$ cat config.mk
export PLATFORM = sky130hd
export DESIGN_NAME = keypad_scan_flat
export DESIGN_NICKNAME = d
export VERILOG_FILES = /design/src/rtl/keypad_pkg.sv /design/src/rtl/keypad_scan_if.sv /design/src/rtl/keypad_sync.sv /design/src/rtl/keypad_scan.sv /design/src/flat_wrapper.sv
export SDC_FILE = /design/constraint.sdc
export NUM_CORES = 1
export LEC_CHECK = 0
export ABC_AREA = 1
export BUFFER_PORTS_ARGS = -buffer_cell sky130_fd_sc_hd__buf_2
export CAP_MARGIN = 40
export CORE_MARGIN = 10
export CORE_UTILIZATION = 45
export CTS_CLUSTER_SIZE = 20
export DETAILED_ROUTE_END_ITERATION = 8
export PLACE_DENSITY = 0.65
export RECOVER_POWER = 50
export SYNTH_ARGS = -nofsm -noshare
export SYNTH_HDL_FRONTEND = slang
export SYNTH_SLANG_ARGS = --single-unit
$ cat constraint.sdc
create_clock -name clk -period 1.7 [get_ports clk]
set_input_delay 0.34 -clock clk [delete_from_list [all_inputs] [get_ports clk]]
set_output_delay 0.34 -clock clk [all_outputs]
set_load 0.05 [all_outputs]
$ cat src/rtl/keypad_pkg.sv
// keypad_pkg: FSM state encoding, idle line levels and column priority helper
package keypad_pkg;

    typedef enum logic [1:0] {
        SCAN     = 2'd0,
        DEBOUNCE = 2'd1,
        HOLD     = 2'd2,
        RELEASE  = 2'd3
    } state_t;

    localparam logic [3:0] ROW_IDLE = 4'hF;
    localparam logic [3:0] COL_NONE = 4'hF;

    // index of the lowest column pulled low; only called with at least one low bit
    function automatic logic [1:0] low_col(input logic [3:0] c);
        return !c[0] ? 2'd0 : !c[1] ? 2'd1 : !c[2] ? 2'd2 : 2'd3;
    endfunction

endpackage

$ cat src/rtl/keypad_scan_if.sv
// keypad_scan_if: keypad matrix lines plus the decoded key event
interface keypad_scan_if;

    logic [3:0] col;
    logic [3:0] row;
    logic       key_valid;
    logic [3:0] key_code;
    logic       key_held;

    modport master (input col, output row, key_valid, key_code, key_held);
    modport slave  (output col, input row, key_valid, key_code, key_held);

endinterface

$ cat src/rtl/keypad_sync.sv
// keypad_sync: two-flop synchronizer for the asynchronous column inputs
module keypad_sync
    import keypad_pkg::*;
(
    input  logic       clk,
    input  logic       rst_n,
    input  logic [3:0] d,
    output logic [3:0] q
);

    logic [3:0] s1_q, s1_d, s2_q, s2_d;

    // shift the raw column sample one stage deeper each cycle
    always_comb begin
        s1_d = d;
        s2_d = s1_q;
    end

    // both stages idle at "no column low" out of reset
    always_ff @(posedge clk) begin
        if (!rst_n) begin
            s1_q <= COL_NONE;
            s2_q <= COL_NONE;
        end else begin
            s1_q <= s1_d;
            s2_q <= s2_d;
        end
    end

    assign q = s2_q;

endmodule

$ cat src/rtl/keypad_scan.sv
// keypad_scan: 4x4 keypad row scanner with debounce; define KEYPAD_REPEAT_EN for auto-repeat while held
module keypad_scan
    import keypad_pkg::*;
#(
    parameter logic [19:0] CNT_MAX    = 20'd1_000_000,
    parameter logic [15:0] SCAN_DIV   = 16'd50_000,
    parameter logic [23:0] REPEAT_MAX = 24'd10_000_000
) (
    input  logic           clk,
    input  logic           rst_n,
    keypad_scan_if.master  bus
);

    localparam int CW = $bits(CNT_MAX);
    localparam int DW = $bits(SCAN_DIV);

    state_t        state_q, state_d;
    logic [1:0]    row_idx_q, row_idx_d;
    logic [DW-1:0] div_q, div_d;
    logic [CW-1:0] cnt_q, cnt_d;
    logic [3:0]    pat_q, pat_d;
    logic [3:0]    code_q, code_d;
    logic          valid_q, valid_d;
    logic [3:0]    col_s;

`ifdef KEYPAD_REPEAT_EN
    localparam int RW = $bits(REPEAT_MAX);
    logic [RW-1:0] rpt_q, rpt_d;
`else
    logic unused_repeat;
    assign unused_repeat = ^REPEAT_MAX;
`endif

    keypad_sync u_sync (
        .clk   (clk),
        .rst_n (rst_n),
        .d     (bus.col),
        .q     (col_s)
    );

    // next state: scan rows, confirm a stable pattern, track hold and a stable release
    always_comb begin
        state_d   = state_q;
        row_idx_d = row_idx_q;
        div_d     = div_q;
        cnt_d     = cnt_q;
        pat_d     = pat_q;
        code_d    = code_q;
        valid_d   = 1'b0;
`ifdef KEYPAD_REPEAT_EN
        rpt_d     = '0;
`endif
        case (state_q)
            SCAN: begin
                cnt_d = '0;
                if (div_q == SCAN_DIV - 1'b1) begin
                    div_d = '0;
                    if (col_s != COL_NONE) begin
                        pat_d   = col_s;
                        state_d = DEBOUNCE;
                    end else begin
                        row_idx_d = row_idx_q + 2'd1;
                    end
                end else begin
                    div_d = div_q + 1'b1;
                end
            end
            DEBOUNCE: begin
                if (col_s != pat_q) begin
                    cnt_d   = '0;
                    state_d = SCAN;
                end else if (cnt_q == CNT_MAX - 1'b1) begin
                    cnt_d   = '0;
                    valid_d = 1'b1;
                    code_d  = {row_idx_q, low_col(pat_q)};
                    state_d = HOLD;
                end else begin
                    cnt_d = cnt_q + 1'b1;
                end
            end
            HOLD: begin
                if (col_s == COL_NONE) begin
                    cnt_d   = '0;
                    state_d = RELEASE;
                end
`ifdef KEYPAD_REPEAT_EN
                else if (rpt_q == REPEAT_MAX - 1'b1) begin
                    valid_d = 1'b1;
                end else begin
                    rpt_d = rpt_q + 1'b1;
                end
`endif
            end
            RELEASE: begin
                if (col_s != COL_NONE) begin
                    cnt_d   = '0;
                    state_d = HOLD;
                end else if (cnt_q == CNT_MAX - 1'b1) begin
                    cnt_d     = '0;
                    row_idx_d = row_idx_q + 2'd1;
                    state_d   = SCAN;
                end else begin
                    cnt_d = cnt_q + 1'b1;
                end
            end
            default: state_d = SCAN;
        endcase
    end

    // state and counter registers, cleared by synchronous active-low reset
    always_ff @(posedge clk) begin
        if (!rst_n) begin
            state_q   <= SCAN;
            row_idx_q <= 2'd0;
            div_q     <= '0;
            cnt_q     <= '0;
            pat_q     <= COL_NONE;
            code_q    <= 4'h0;
            valid_q   <= 1'b0;
`ifdef KEYPAD_REPEAT_EN
            rpt_q     <= '0;
`endif
        end else begin
            state_q   <= state_d;
            row_idx_q <= row_idx_d;
            div_q     <= div_d;
            cnt_q     <= cnt_d;
            pat_q     <= pat_d;
            code_q    <= code_d;
            valid_q   <= valid_d;
`ifdef KEYPAD_REPEAT_EN
            rpt_q     <= rpt_d;
`endif
        end
    end

    assign bus.row       = ROW_IDLE & ~(4'b0001 << row_idx_q);
    assign bus.key_valid = valid_q;
    assign bus.key_code  = code_q;
    assign bus.key_held  = (state_q == HOLD) || (state_q == RELEASE);

endmodule

$ cat src/flat_wrapper.sv
// flat-port wrapper written by rule: the top's interface ports become plain ports
module keypad_scan_flat import keypad_pkg::*;
#(
    parameter logic [19:0] CNT_MAX    = 20'd1_000_000,
    parameter logic [15:0] SCAN_DIV   = 16'd50_000,
    parameter logic [23:0] REPEAT_MAX = 24'd10_000_000
)
  (clk, rst_n, bus_col, bus_row, bus_key_valid, bus_key_code, bus_key_held);
  keypad_scan_if bus_i ();
  input  logic clk;
  input  logic rst_n;
  input wire logic [$bits(bus_i.col)-1:0] bus_col;
  output wire logic [$bits(bus_i.row)-1:0] bus_row;
  output wire logic [$bits(bus_i.key_valid)-1:0] bus_key_valid;
  output wire logic [$bits(bus_i.key_code)-1:0] bus_key_code;
  output wire logic [$bits(bus_i.key_held)-1:0] bus_key_held;
  assign bus_i.col = bus_col;
  assign bus_row = bus_i.row;
  assign bus_key_valid = bus_i.key_valid;
  assign bus_key_code = bus_i.key_code;
  assign bus_key_held = bus_i.key_held;
  keypad_scan #(.CNT_MAX(CNT_MAX), .SCAN_DIV(SCAN_DIV), .REPEAT_MAX(REPEAT_MAX)) u_core (.clk(clk), .rst_n(rst_n), .bus(bus_i));
endmodule
==> out/qor.yml <==
outcome:
  status: "complete, no violations"
synth:
  synth.yosys.seq_area_share: 0.3622
  ys_warn_count: 0
  synth.distinct_cells: 31
  synth_top_family_by_area: "simple AND/OR/NAND/NOR gates"
  synth_compound_area_frac: 0.1017
  synthCells: 480
  yosys.area_share.simple: 0.3900
  ys_async_sr_fraction: 0
  netlist_area_um2: 3151
  synth_ff_type: "dfxtp_1"
  synth_edf_count: 0
  muxShareOfSynthArea: 0
  synthAdderAreaFrac: 0.04369
  syn-num-nets: 497
  synthXorXnorAreaFrac: 0.01946
  synth-seq-cells: 57
  avgSynthCellArea_um2: 6.564
cells_and_area:
  stdcell_count: 616
  post-route-util: 0.5516
  fillCellCount: 659
  drive_gt1_frac: 0.1885
  fin_nets: 532
  antennaDiodeCount: 0
  area_growth_pct: 18.94
sta:
  final-setup-viol-count: 0
  max_freq_mhz: 619.6
  hold_ws_ns: 0.1786
  slew_headroom: 0.5998
  hold_viol_final: 0
  fin_crit_ns: 1.614
  drv_slew: 0
  final.period_utilization: 0.9494
  timing.final.ws_setup_ns: 0.08594
  skew_ns: 0.01099
  worst_slew_pin_slew_ns: 0.6029
floorplanning:
  rows: 30
  die_h_um: 103.7
  start_util: 0.4637
  die_x_um: 103.7
  fp.coreArea_um2: 6794
  ios: 16
  die_area_um2: 10750
detailed_routing:
  ant_nets: 0
  viasPerCell: 5.084
  routedWlPerCell_um: 12.27
  dr.pass1.iters: 7
  drtIter0Drc: 232
  vias: 3132
  routed_wl_mm: 7.561
  drcViolationCount: 0
grt:
  grt_overflow_total: 0
  grt_first_pass_wirelength_mm: 12.85
  grt_pass1_vias: 2799
  grt_usage: 0.1393
  grt_max_degree: 31
  antenna_found_initial: 0
worst_setup_path:
  worstPathCellList: "inv_2 > ha_2 > inv_1 > nand2_1 > buf_6"
  rrSetupSlack_ns: 0.13
  path_max_fanout: 4
  critical_path_class: "flip-flop to primary output"
  crit_required_ns: 1.36
  cpMaxStageDelayCell: "dfxtp_2"
  crit_arrival_ns: 1.27
  critPathCaptureType: "primary output"
  crit_buf_inv: 3
  cp_top_family: "flip-flops"
  cp_slowest_stage_delay_ns: 0.36
  cp-start-kind: "flip-flop"
power:
  p_clk_frac: 0.436
  p_seq_frac: 0.532
  sw_frac_of_total: 0.2400
  p_total_mw: 2.564
  power_leakage_nw: 1.430
  switchingPower_uw: 615.3
  intPower_mw: 1.949
  comb_power_share: 0.032
  p_per_area_nw_per_um2: 684.2
  peakVddDrop_mv: 0.4253
placed_design:
  place_inst: 596
  dp_hpwl_mm: 5.485
  place_ws_ns: -0.05443
  portBuffers: 15
  gp_congestion: 0.8934
cts:
  cts_tree: "built"
  cts-buffers-inserted: 9
  tritoncts_num_sinks: 57
  clk_pin_slew_worst_paths_ns: 0.07
  clock_latency_ns: 0.35
  clock_path_buffers: 2
  htreeDepth: 3
  cts_root_buffer: "clkbuf_8"
job:
  max_cap_viol_count: 0
worst_hold_path:
  hold_path.class: "input port to flip-flop"
-- metrics by stage --
stage	area, um^2	TNS, ns
3_5_place_dp	3423	-0.09534
5_1_grt	3747	-0.009865
3_3_place_gp	3423	0
4_1_cts	3623	0
6_report	3747	0
2_1_floorplan	3151	0
-- power by group through the flow --
stage / combinational, mW / sequential, mW / clock, mW
2_1_floorplan: 0.0547 / 1.39 / 0
3_3_place_gp: 0.0762 / 1.39 / 0
3_5_place_dp: 0.0772 / 1.39 / 0
4_1_cts: 0.0775 / 1.36 / 1.16
5_1_grt: 0.0930 / 1.37 / 1.23
6_report: 0.0820 / 1.36 / 1.12
-- per-layer routing --
| metal | GRT usage | vias up | share of wire |
|---|---|---|---|
| met2 | 0.2014 | 109 | 0.44 |
| li1 | - | 1613 | - |
| met4 | 0.06064 | 0 | 0.017 |
| met5 | 0 | - | 0 |
| met1 | 0.1914 | 1393 | 0.47 |
| met3 | 0.03284 | 17 | 0.065 |
-- Yosys cell counts, types with 2 or more instances --
cell      count  area (um^2)
a21oi_1      36        180.2
buf_2         4        20.02
clkbuf_1      4        15.01
dfxtp_1      57         1141
ha_1         11        137.6
inv_1        51        191.4
inv_2         3        11.26
nand2_1     120        450.4
nand2_2       3        18.77
nand3_1      38        190.2
nand3_2       2        20.02
nand4_1      11        68.82
nor2_1       70        262.8
nor2_2        4        25.02
nor2_4        3        33.78
nor3_1       15        75.07
nor3_2        2        20.02
o21ai_0      19        95.09
o21bai_1      2        15.01
or2_2         9        56.30
xor2_1        6        52.55
-- what timing repair did --
item,4_1_cts,5_1_grt
resized for setup,7,37
buffers inserted,1,3
pin swaps,1,5
hold buffers,0,0
endpoints found under the setup margin,5,40
-- layout make-up --
class | instances | area (um^2) | share of cell area
Clock buffer | 11 | 141.4 | 0.03773
Clock inverter | 5 | 31.28 | 0.008347
Inverter | 55 | 209.0 | 0.05576
Multi-Input combinational cell | 357 | 1844 | 0.4922
Sequential cell | 57 | 1156 | 0.3085
Tap cell | 96 | 120.1 | 0.03205
Timing Repair Buffer | 35 | 245.2 | 0.06544
-- flip-flops by register name, summed over array words and instances (netlist names) --
register              count
u_core.cnt_q             20
u_core.div_q             16
u_core.bus.key_code       4
u_core.pat_q              4
u_core.u_sync.q           4
u_core.u_sync.s1_q        4
u_core.row_idx_q          2
u_core.state_q            2
u_core.bus.key_valid      1
-- worst paths after layout --
| kind | from | end | cells past startpoint |
|---|---|---|---|
| setup reg to reg | u_core.cnt_q[13] | u_core.row_idx_q[1] | 10 |
| hold / removal | bus_col[3] | u_core.u_sync.s1_q[3] | 2 |
| hold reg to reg | u_core.u_sync.s1_q[3] | u_core.u_sync.q[3] | 1 |
| setup / recovery | u_core.state_q[0] | bus_key_held | 5 |
-- cells by family after synthesis --
kind of cell | Yosys count
and+or+nand+nor | 278
DFF | 57
AOI/OAI and AO/OA | 61
xor gates and xnor gates | 7
buffers and inverters | 66
adders and majority gates | 11
-- layout by cell type, fill, tap and decap left out, drive strengths merged, types with 2 or more instances in the layout --
cell      n
o21ai    19
a21oi    37
dfxtp    57
inv      54
nand4    11
clkbuf   20
or2       9
buf      26
nand2   123
nor3     17
nand3    40
xor2      6
o21bai    2
nor2     77
clkinv    5
ha       11
Power figures use the tool's default switching activity.
